--- src/rtl/lcd_cmd_arbiter.sv ---
// Round-robin arbiter that shares one 6x6 LCD display engine between two requesters.
// It buffers LoadData images, issues commands, streams pixels and routes window bytes back to the owner.
module lcd_cmd_arbiter #(
  parameter int IMG_BYTES = 36,
  parameter int WIN_BYTES = 9,
  parameter int TIMEOUT   = 63
) (
  input  logic       clk,
  input  logic       reset,
  input  logic [1:0] req,
  input  logic [2:0] req_cmd0,
  input  logic [2:0] req_cmd1,
  input  logic [7:0] din0,
  input  logic [7:0] din1,
  input  logic [1:0] din_valid,
  output logic [1:0] gnt,
  output logic [7:0] resp_data,
  output logic [1:0] resp_valid,
  output logic [1:0] done,
  output logic [1:0] err,
  output logic [2:0] lcd_cmd,
  output logic       lcd_cmd_valid,
  output logic [7:0] lcd_datain,
  input  logic       lcd_busy,
  input  logic [7:0] lcd_dataout,
  input  logic       lcd_output_valid
);

  localparam logic [5:0] LAST_IMG = 6'(IMG_BYTES - 1);
  localparam logic [3:0] WIN_CNT  = 4'(WIN_BYTES);
  localparam logic [5:0] TO_CNT   = 6'(TIMEOUT);
  localparam logic [2:0] CMD_LOAD = 3'd1;

  typedef enum logic [2:0] {
    S_IDLE, S_REJECT, S_FILL, S_ISSUE, S_STREAM, S_COLLECT
  } state_t;

  state_t     state, state_nx;
  logic       owner;
  logic       rr_ptr;
  logic [2:0] cmd;
  logic [5:0] fill_cnt;
  logic [5:0] stream_cnt;
  logic [5:0] idle_cnt;
  logic [3:0] out_cnt;
  logic [7:0] buffer [IMG_BYTES];

  logic       grant_en;
  logic       winner;
  logic [2:0] sel_cmd;
  logic       fill_en;
  logic [7:0] fill_byte;

  // With both requesting, the pointer decides; otherwise the sole requester wins.
  always_comb begin
    grant_en  = (state == S_IDLE) && (req != 2'b00) && !lcd_busy;
    winner    = (req == 2'b11) ? rr_ptr : req[1];
    sel_cmd   = winner ? req_cmd1 : req_cmd0;
    fill_en   = (state == S_FILL) && din_valid[owner];
    fill_byte = owner ? din1 : din0;
  end

  always_comb begin
    state_nx      = state;
    gnt           = 2'b00;
    err           = 2'b00;
    done          = 2'b00;
    resp_valid    = 2'b00;
    resp_data     = 8'h00;
    lcd_cmd       = 3'd0;
    lcd_cmd_valid = 1'b0;
    lcd_datain    = 8'h00;
    case (state)
      S_IDLE: begin
        if (grant_en) begin
          gnt = winner ? 2'b10 : 2'b01;
          if (sel_cmd > 3'd5)            state_nx = S_REJECT;
          else if (sel_cmd == CMD_LOAD)  state_nx = S_FILL;
          else                           state_nx = S_ISSUE;
        end
      end
      S_REJECT: begin
        err      = owner ? 2'b10 : 2'b01;
        state_nx = S_IDLE;
      end
      S_FILL: begin
        if (fill_en && fill_cnt == LAST_IMG) state_nx = S_ISSUE;
      end
      S_ISSUE: begin
        lcd_cmd_valid = 1'b1;
        lcd_cmd       = cmd;
        state_nx      = (cmd == CMD_LOAD) ? S_STREAM : S_COLLECT;
      end
      S_STREAM: begin
        lcd_datain = buffer[stream_cnt];
        if (stream_cnt == LAST_IMG) state_nx = S_COLLECT;
      end
      S_COLLECT: begin
        // Bytes past the window size are dropped silently.
        if (lcd_output_valid && out_cnt < WIN_CNT) begin
          resp_valid = owner ? 2'b10 : 2'b01;
          resp_data  = lcd_dataout;
        end
        if (out_cnt == WIN_CNT && !lcd_busy) begin
          done     = owner ? 2'b10 : 2'b01;
          state_nx = S_IDLE;
        end else if (idle_cnt == TO_CNT && !lcd_output_valid) begin
          err      = owner ? 2'b10 : 2'b01;
          state_nx = S_IDLE;
        end
      end
      default: state_nx = S_IDLE;
    endcase
  end

  always_ff @(posedge clk or posedge reset) begin
    if (reset) begin
      state      <= S_IDLE;
      owner      <= 1'b0;
      rr_ptr     <= 1'b0;
      cmd        <= 3'd0;
      fill_cnt   <= 6'd0;
      stream_cnt <= 6'd0;
      idle_cnt   <= 6'd0;
      out_cnt    <= 4'd0;
    end else begin
      state <= state_nx;
      if (grant_en) begin
        owner  <= winner;
        cmd    <= sel_cmd;
        rr_ptr <= ~winner;
      end
      if (fill_en) fill_cnt <= (fill_cnt == LAST_IMG) ? 6'd0 : fill_cnt + 6'd1;
      if (state == S_STREAM) stream_cnt <= (stream_cnt == LAST_IMG) ? 6'd0 : stream_cnt + 6'd1;
      if (state == S_ISSUE) begin
        idle_cnt <= 6'd0;
        out_cnt  <= 4'd0;
      end else if (state == S_COLLECT) begin
        if (lcd_output_valid) begin
          idle_cnt <= 6'd0;
          if (out_cnt < WIN_CNT) out_cnt <= out_cnt + 4'd1;
        end else begin
          idle_cnt <= idle_cnt + 6'd1;
        end
      end
    end
  end

  // Image storage needs no reset; it is always written before it is streamed.
  always_ff @(posedge clk) begin
    if (fill_en) buffer[fill_cnt] <= fill_byte;
  end

endmodule

--- config.mk ---
export PLATFORM = sky130hd
export DESIGN_NAME = lcd_cmd_arbiter
export DESIGN_NICKNAME = d
export VERILOG_FILES = /design/src/rtl/lcd_cmd_arbiter.sv
export SDC_FILE = /design/constraint.sdc
export NUM_CORES = 1
export LEC_CHECK = 0
export CELL_PAD_IN_SITES_DETAIL_PLACEMENT = 1
export CELL_PAD_IN_SITES_GLOBAL_PLACEMENT = 1
export CORE_ASPECT_RATIO = 1.1
export CORE_MARGIN = 2
export CORE_UTILIZATION = 40
export CTS_CLUSTER_SIZE = 25
export DETAILED_ROUTE_END_ITERATION = 16
export PLACE_DENSITY = 0.66
export SLEW_MARGIN = 25
export SYNTH_ARGS = -nofsm -noshare
export SYNTH_HDL_FRONTEND = slang
export SYNTH_SLANG_ARGS = --single-unit
--- constraint.sdc ---
create_clock -name clk -period 2.15 [get_ports clk]
set_input_delay 0.43 -clock clk [delete_from_list [all_inputs] [get_ports clk]]
set_output_delay 0.43 -clock clk [all_outputs]
set_load 0.005 [all_outputs]
**Yosys cells after proc, flatten, opt, wreduce, memory -nomap -nowiden**

Memories as Yosys holds them, arrays and structs flattened.
Cells that the tools add are included.
W data, S select, Z words.

- Muxes and demuxes: 41
- Bitwise operators: 1
- Reduce and logical (&&, ||, !) cells: 16
- Order comparisons: 3
- $add $sub $neg: 4
- Equality and inequality tests: 16

Operator list:

| kind | number |
|---|---|
| $mux W8 | 4 |
| $mux W6 | 5 |
| $mux W2 | 11 |
| $mux W3 | 7 |
| $add A6 B1 Y6 const B | 3 |
| $eq A6 B6 Y1 const B | 3 |
| $mux W4 | 4 |
| $pmux W3 S5 | 1 |
| $eq A3 B1 Y1 const B | 3 |
| $mux W1 | 8 |
| $reduce_bool A2 Y1 | 4 |
| $logic_and A1 B1 Y1 | 7 |
| $eq A3 B2 Y1 const B | 2 |
| $eq A3 B3 Y1 const B | 2 |
| $add A4 B1 Y4 const B | 1 |
| $eq A4 B4 Y1 const B | 1 |
| $lt A4 B4 Y1 const B | 1 |
| $ne A2 B2 Y1 const B | 2 |
| $pmux W2 S2 | 1 |
| $reduce_and A4 Y1 | 1 |
| $gt A3 B3 Y1 const B | 1 |
| $logic_not A3 Y1 | 1 |
| $ne A3 B3 Y1 const B | 1 |
| $reduce_and A3 Y1 | 1 |
| 5 further kinds | 6 |

- Output and inout port bits: 28
- Register bits after elaboration: 30
- Input bits: 38
- Logic and storage cells: 90
- Memories: 1
- RAM bits: 288

Memory list:

| name | depth | bits a word | read ports | clocked after memory_dff | write ports | line | text |
|---|---|---|---|---|---|---|---|
| buffer | 36 | 8 | 1 | 0 | 1 | 46 | `logic [7:0] buffer [IMG_BYTES];` |

**Logic depth before layout (Yosys ltp)**

- Depth in word-level cells: 8
- Depth in mapped cells: 8
- Gate-level depth less buffers: 6

**Worst setup path after synthesis**

No wires, ideal clock.

- Path type: register to register
- From: register state[0]
- To: memory buffer[27][0], enable pin
- Data arrival time: 1.770 ns
- Path buffers: 2
- Setup time: 0.370 ns
- Setup slack: 0.009 ns
- Clock period less this slack: 2.141 ns
- Cell stages (with the launch flop): 7
- Data required time: 1.780 ns
- Cell sequence: dfrtp_1 -> buf_6 -> or3b_1 -> buf_6 -> nor3_2 -> nand3_1 -> nor2_1

- Longest elaborated chain between the ends: 4

RTL lines:

| element | line | text |
|---|---|---|
| from (decl) | 38 | `state_t state, state_nx;` |
| from (signal assigned) | 127 | `state <= state_nx;` |
| $eq A3 B2 Y1 | 59 | `fill_en = (state == S_FILL) && din_valid[owner];` |
| $logic_and A1 B1 Y1 | 59 |  |
| $mux W1 | 151 | `if (fill_en) buffer[fill_cnt] <= fill_byte;` |
| $mux W1 (not written as such) | 151 |  |
| to (decl) | 46 |  |

No other way between the ends.

**Worst setup path after layout**

- From: register stream_cnt[0]
- To: output port lcd_datain[5]

- Longest elaborated chain between the ends: 2

RTL lines:

| element | line | text |
|---|---|---|
| from (decl) | 43 | `logic [5:0] stream_cnt;` |
| from (signal assigned) | 134 | `if (state == S_STREAM) stream_cnt <= (stream_cnt == LAST_IMG) ? 6'd0 : stream_cnt + 6'd1;` |
| $mem_v2 Z36 W8 | n/a |  |
| $mux W8 | 73 | `case (state)` |
| to (decl) | 23 | `output logic [7:0] lcd_datain,` |

No other way between the ends.

==> results.txt <==
- Setup slack on the critical path of the routed design comes to -0.994 ns.
* Number of buffers added on ports: 65
* Sw Ratio: a little under a third
* GRT Residual Overflow: 0
- The cell area that synthesis handed to floorplanning was 0.0134 mm2.
- DP HPWL: between 20 and 25 mm
* Largest driver fanout on the critical path: 5
- Combinational logic burns 36.2% of the power.
- The average instance in the mapped netlist occupies roughly 17 um2.
- In this run, flip-flops and latches consume around 36% of the power.
- Data arrival time of the critical path: between 2 and 3 ns
- Leaving out filler cells and counting taps, the final layout contains 1487.
* Static power due to leakage: ~6.5 nW
- Setup repair after global routing missed its margin: true
- Counting the buffers created by CTS gives 35.
- Total GRT Usage: 22.2%
- Worst EP required: around 1.7 ns
* Most instantiated flip-flop cell in the synthesis netlist: sky130_fd_sc_hd__edfxtp_1
- Sequential share of the synthesized area: between 70% and 80%
- CTS tree: yes
- Die extent in x: about 180 um
* Async set or reset register ratio after synthesis: a little under a tenth
* Cell Rows: 70
- Library cells used by synthesis: 65
* Post-synth top area share: between 60% and 70%
- The count of endpoints failing hold in the final timing report was 0.
- On the final layout, the worst clock skew is 0.0215 ns.
* Post-detailed-placement cell area: ~0.015 mm2
- The sequential cells in the finished layout cover a total of around 0.0094 mm2.
* Level count of the clock H-tree: 2
- Skew-Pair Late Insertion Delay: 0.52 ns
- Status: finished, violations left
- Total number of yosys warnings: 0
- Total power for the finished layout comes to between 0.02 and 0.025 W.
- Detail-routed via count per cell: 5.47
* Number of nets in the final layout: 1074
- For this run, the detailed router's first-pass iteration total came to 5.
- Maximum buffer depth of the clock tree: 3
* Number of filler instances in the final layout: slightly above 3000
- Class of the most critical setup path: flip-flop to primary output
- Clock-pin slew was measured on the worst setup and hold paths at 0.06 ns.
- Buffer type at the clock tree root: sky130_fd_sc_hd__clkbuf_16
* DRC Markers: 0
* Sinks on the clock net: about 320
- The synthesized design contains approximately 290 enable-type register cells.
- During I/O placement, the number of pins put on the boundary was 66.
* Post-Place Cells: between 1000 and 1500
- The first global-routing pass estimated roughly 57 mm of wire.
- Total wirelength of the detailed-routed design: approximately 38 mm
- The internal portion of the total power is ~0.015 W.
- With fillers left out, the area of the finished cells amounts to roughly 0.018 mm2.
- Synthesis produced a netlist whose cell count is 764.
* Post-route worst hold slack: about 0.41 ns
- Crit. End Element: primary output
- Max Cap Violations: 0
* DIE AREA: between 0.03 and 0.04 mm2
- Share of layout cells above drive strength 1: between 40% and 50%
- Pwr per Cell Area: 1180 mW/mm2
* Slew at the pin closest to its max-slew limit: between 0.9 and 1 ns
- Average wire per cell in the routed design: 25.7 um
* Headroom to the max-slew limit: roughly 33%
* Failing checks: negative setup slack
* Top cells by area in the synthesized netlist: sky130_fd_sc_hd__edfxtp_1, sky130_fd_sc_hd__mux4_2, sky130_fd_sc_hd__dfrtp_1
* Net count after synthesis: between 800 and 900
- Clock share of power: about 28%
- Initial standard-cell utilization of the core: roughly two fifths
* Area Overhead vs Synth: 35.2%
- Biggest area consumer among synthesized cells: sky130_fd_sc_hd__edfxtp_1
- Fmax: around 320 MHz
- Setup violators final: about 280
- After layout, the minimum clock period comes to about 3.1 ns.
* Largest net degree at the start of global routing: 37
- The repair_antennas step left the layout with diodes totalling 0.
- Ranked by instance count, the synthesized netlist is headed by sky130_fd_sc_hd__edfxtp_1, sky130_fd_sc_hd__nor2_1, sky130_fd_sc_hd__mux4_2.
- The detailed router placed 8138 vias in this run.
* Leading cell type by number of instances after synthesis: sky130_fd_sc_hd__edfxtp_1
- The die is roughly 200 um tall.
- Initial antenna violation count: 2
- The worst path uses 146% of the clock period.
* Net Sw Power: ~0.0067 W
- Worst hold path class: input port to asynchronous set/reset pin
- Synthesized flop and latch total: ~320
- The via count of the first global-routing pass was about 9000.
- Initial drt markers: between 600 and 700
- The congestion estimate from routability-driven global placement came to around 0.81.
- Startpoint class of the critical path: flip-flop
- Across the VDD grid, the largest voltage drop is between 0.9 and 1 mV.
* Placeable Area: about 0.033 mm2
- The total count of max-transition violations in the final report came to 0.
* Area of combinational cells with multiple inputs: ~0.0042 mm2
- Residual antenna-violating net count after detailed routing: 0
[power by group through the flow]
stage	Clock, W	Sequential [W]	Combinational [W]
6_report	0.00589	0.00773	0.00774
3_3_place_gp	0	0.00778	0.00590
3_5_place_dp	0	0.00780	0.00603
4_1_cts	0.00594	0.00769	0.00727
2_1_floorplan	0	0.00765	0.00365
5_1_grt	0.00620	0.00775	0.00822
[metrics by stage]
stage,setup slack (ns),setup TNS [ns],utilization (%)
5_1_grt,-1.08,-55.97,54.6
2_1_floorplan,0.00933,0,-
3_3_place_gp,-0.785,-33.84,46.6
4_1_cts,-1.01,-27.09,53.2
6_report,-0.994,-32.82,54.6
3_5_place_dp,-0.801,-42.81,46.6
[cells in the final DEF (no fill, tap or decap), types with 17 or more instances in the layout]
| cell type | instances |
|---|---|
| sky130_fd_sc_hd__buf_4 | 109 |
| sky130_fd_sc_hd__buf_6 | 78 |
| sky130_fd_sc_hd__buf_8 | 21 |
| sky130_fd_sc_hd__edfxtp_1 | 288 |
| sky130_fd_sc_hd__mux4_2 | 48 |
| sky130_fd_sc_hd__nand2_1 | 26 |
| sky130_fd_sc_hd__inv_1 | 17 |
| sky130_fd_sc_hd__clkdlybuf4s50_1 | 37 |
| sky130_fd_sc_hd__clkbuf_16 | 36 |
| sky130_fd_sc_hd__nor2_4 | 41 |
| sky130_fd_sc_hd__dfrtp_1 | 28 |
| sky130_fd_sc_hd__mux2_2 | 38 |
| sky130_fd_sc_hd__mux2i_1 | 26 |
[area by class of cell]
cell class	instances	area share, %
flip-flops and latches	318	52.0
multi-input cells	385	23.3
repair buffers	271	15.0
clock buffers	46	5.25
well taps	432	2.99
clock inverters	16	0.928
inverters	19	0.409
[metal layers]
layer  track usage, %  share of wire [%]
met5                0                  0
met2             39.5                 53
met1             27.7                 39
met3             3.72                5.5
met4             6.53                2.4
[critical path: stages (launching register included)]
cell	delay (ns)
sky130_fd_sc_hd__dfrtp_4	0.51
sky130_fd_sc_hd__buf_12	0.15
sky130_fd_sc_hd__buf_12	0.14
sky130_fd_sc_hd__buf_8	0.13
sky130_fd_sc_hd__mux2_2	0.30
sky130_fd_sc_hd__a222oi_1	0.35
sky130_fd_sc_hd__o211ai_1	0.25
sky130_fd_sc_hd__and3_1	0.24
sky130_fd_sc_hd__buf_2	0.13
[worst paths after layout]
kind                                     from            end  slack (ns)  cells past startpoint
min in group clk                       cmd[0]         cmd[0]        0.51                      2
worst min-delay path                    reset  stream_cnt[4]        0.41                      3
worst min register to register         cmd[0]         cmd[0]        0.51                      2
worst max-delay path            stream_cnt[0]  lcd_datain[5]       -0.99                      8
max in group asynchronous               reset  stream_cnt[0]        1.34                      3
worst max register to register       state[1]  buffer[25][2]       -0.13                      9
[registers in the layout, summed over array words and instances, names as in the netlist]
register,flops
owner,1
out_cnt,4
cmd,3
fill_cnt,6
buffer,288
rr_ptr,1
idle_cnt,6
stream_cnt,6
state,3
[cell families (layout without fill, tap and decap cells)]
kind of cell	Yosys count	in the layout	share of synthesized area, %
xor gates and xnor gates	9	9	0.590
muxes	128	128	14.7
and+or+nand+nor	166	166	6.67
adders and majority gates	6	6	0.562
buffers and inverters	61	352	2.62
AOI/OAI and AO/OA	76	76	4.48
DFF	318	318	70.4
[what timing repair did]
| action | in CTS | in global routing |
|---|---|---|
| setup buffers | 49 | 23 |
| hold buffers | 0 | 0 |
| resized for setup | 277 | 119 |
| endpoints found under the setup margin | 262 | 321 |
| pin swaps | 45 | 50 |
| gates cloned | 4 | 0 |
(Power assumes the default switching activity.)
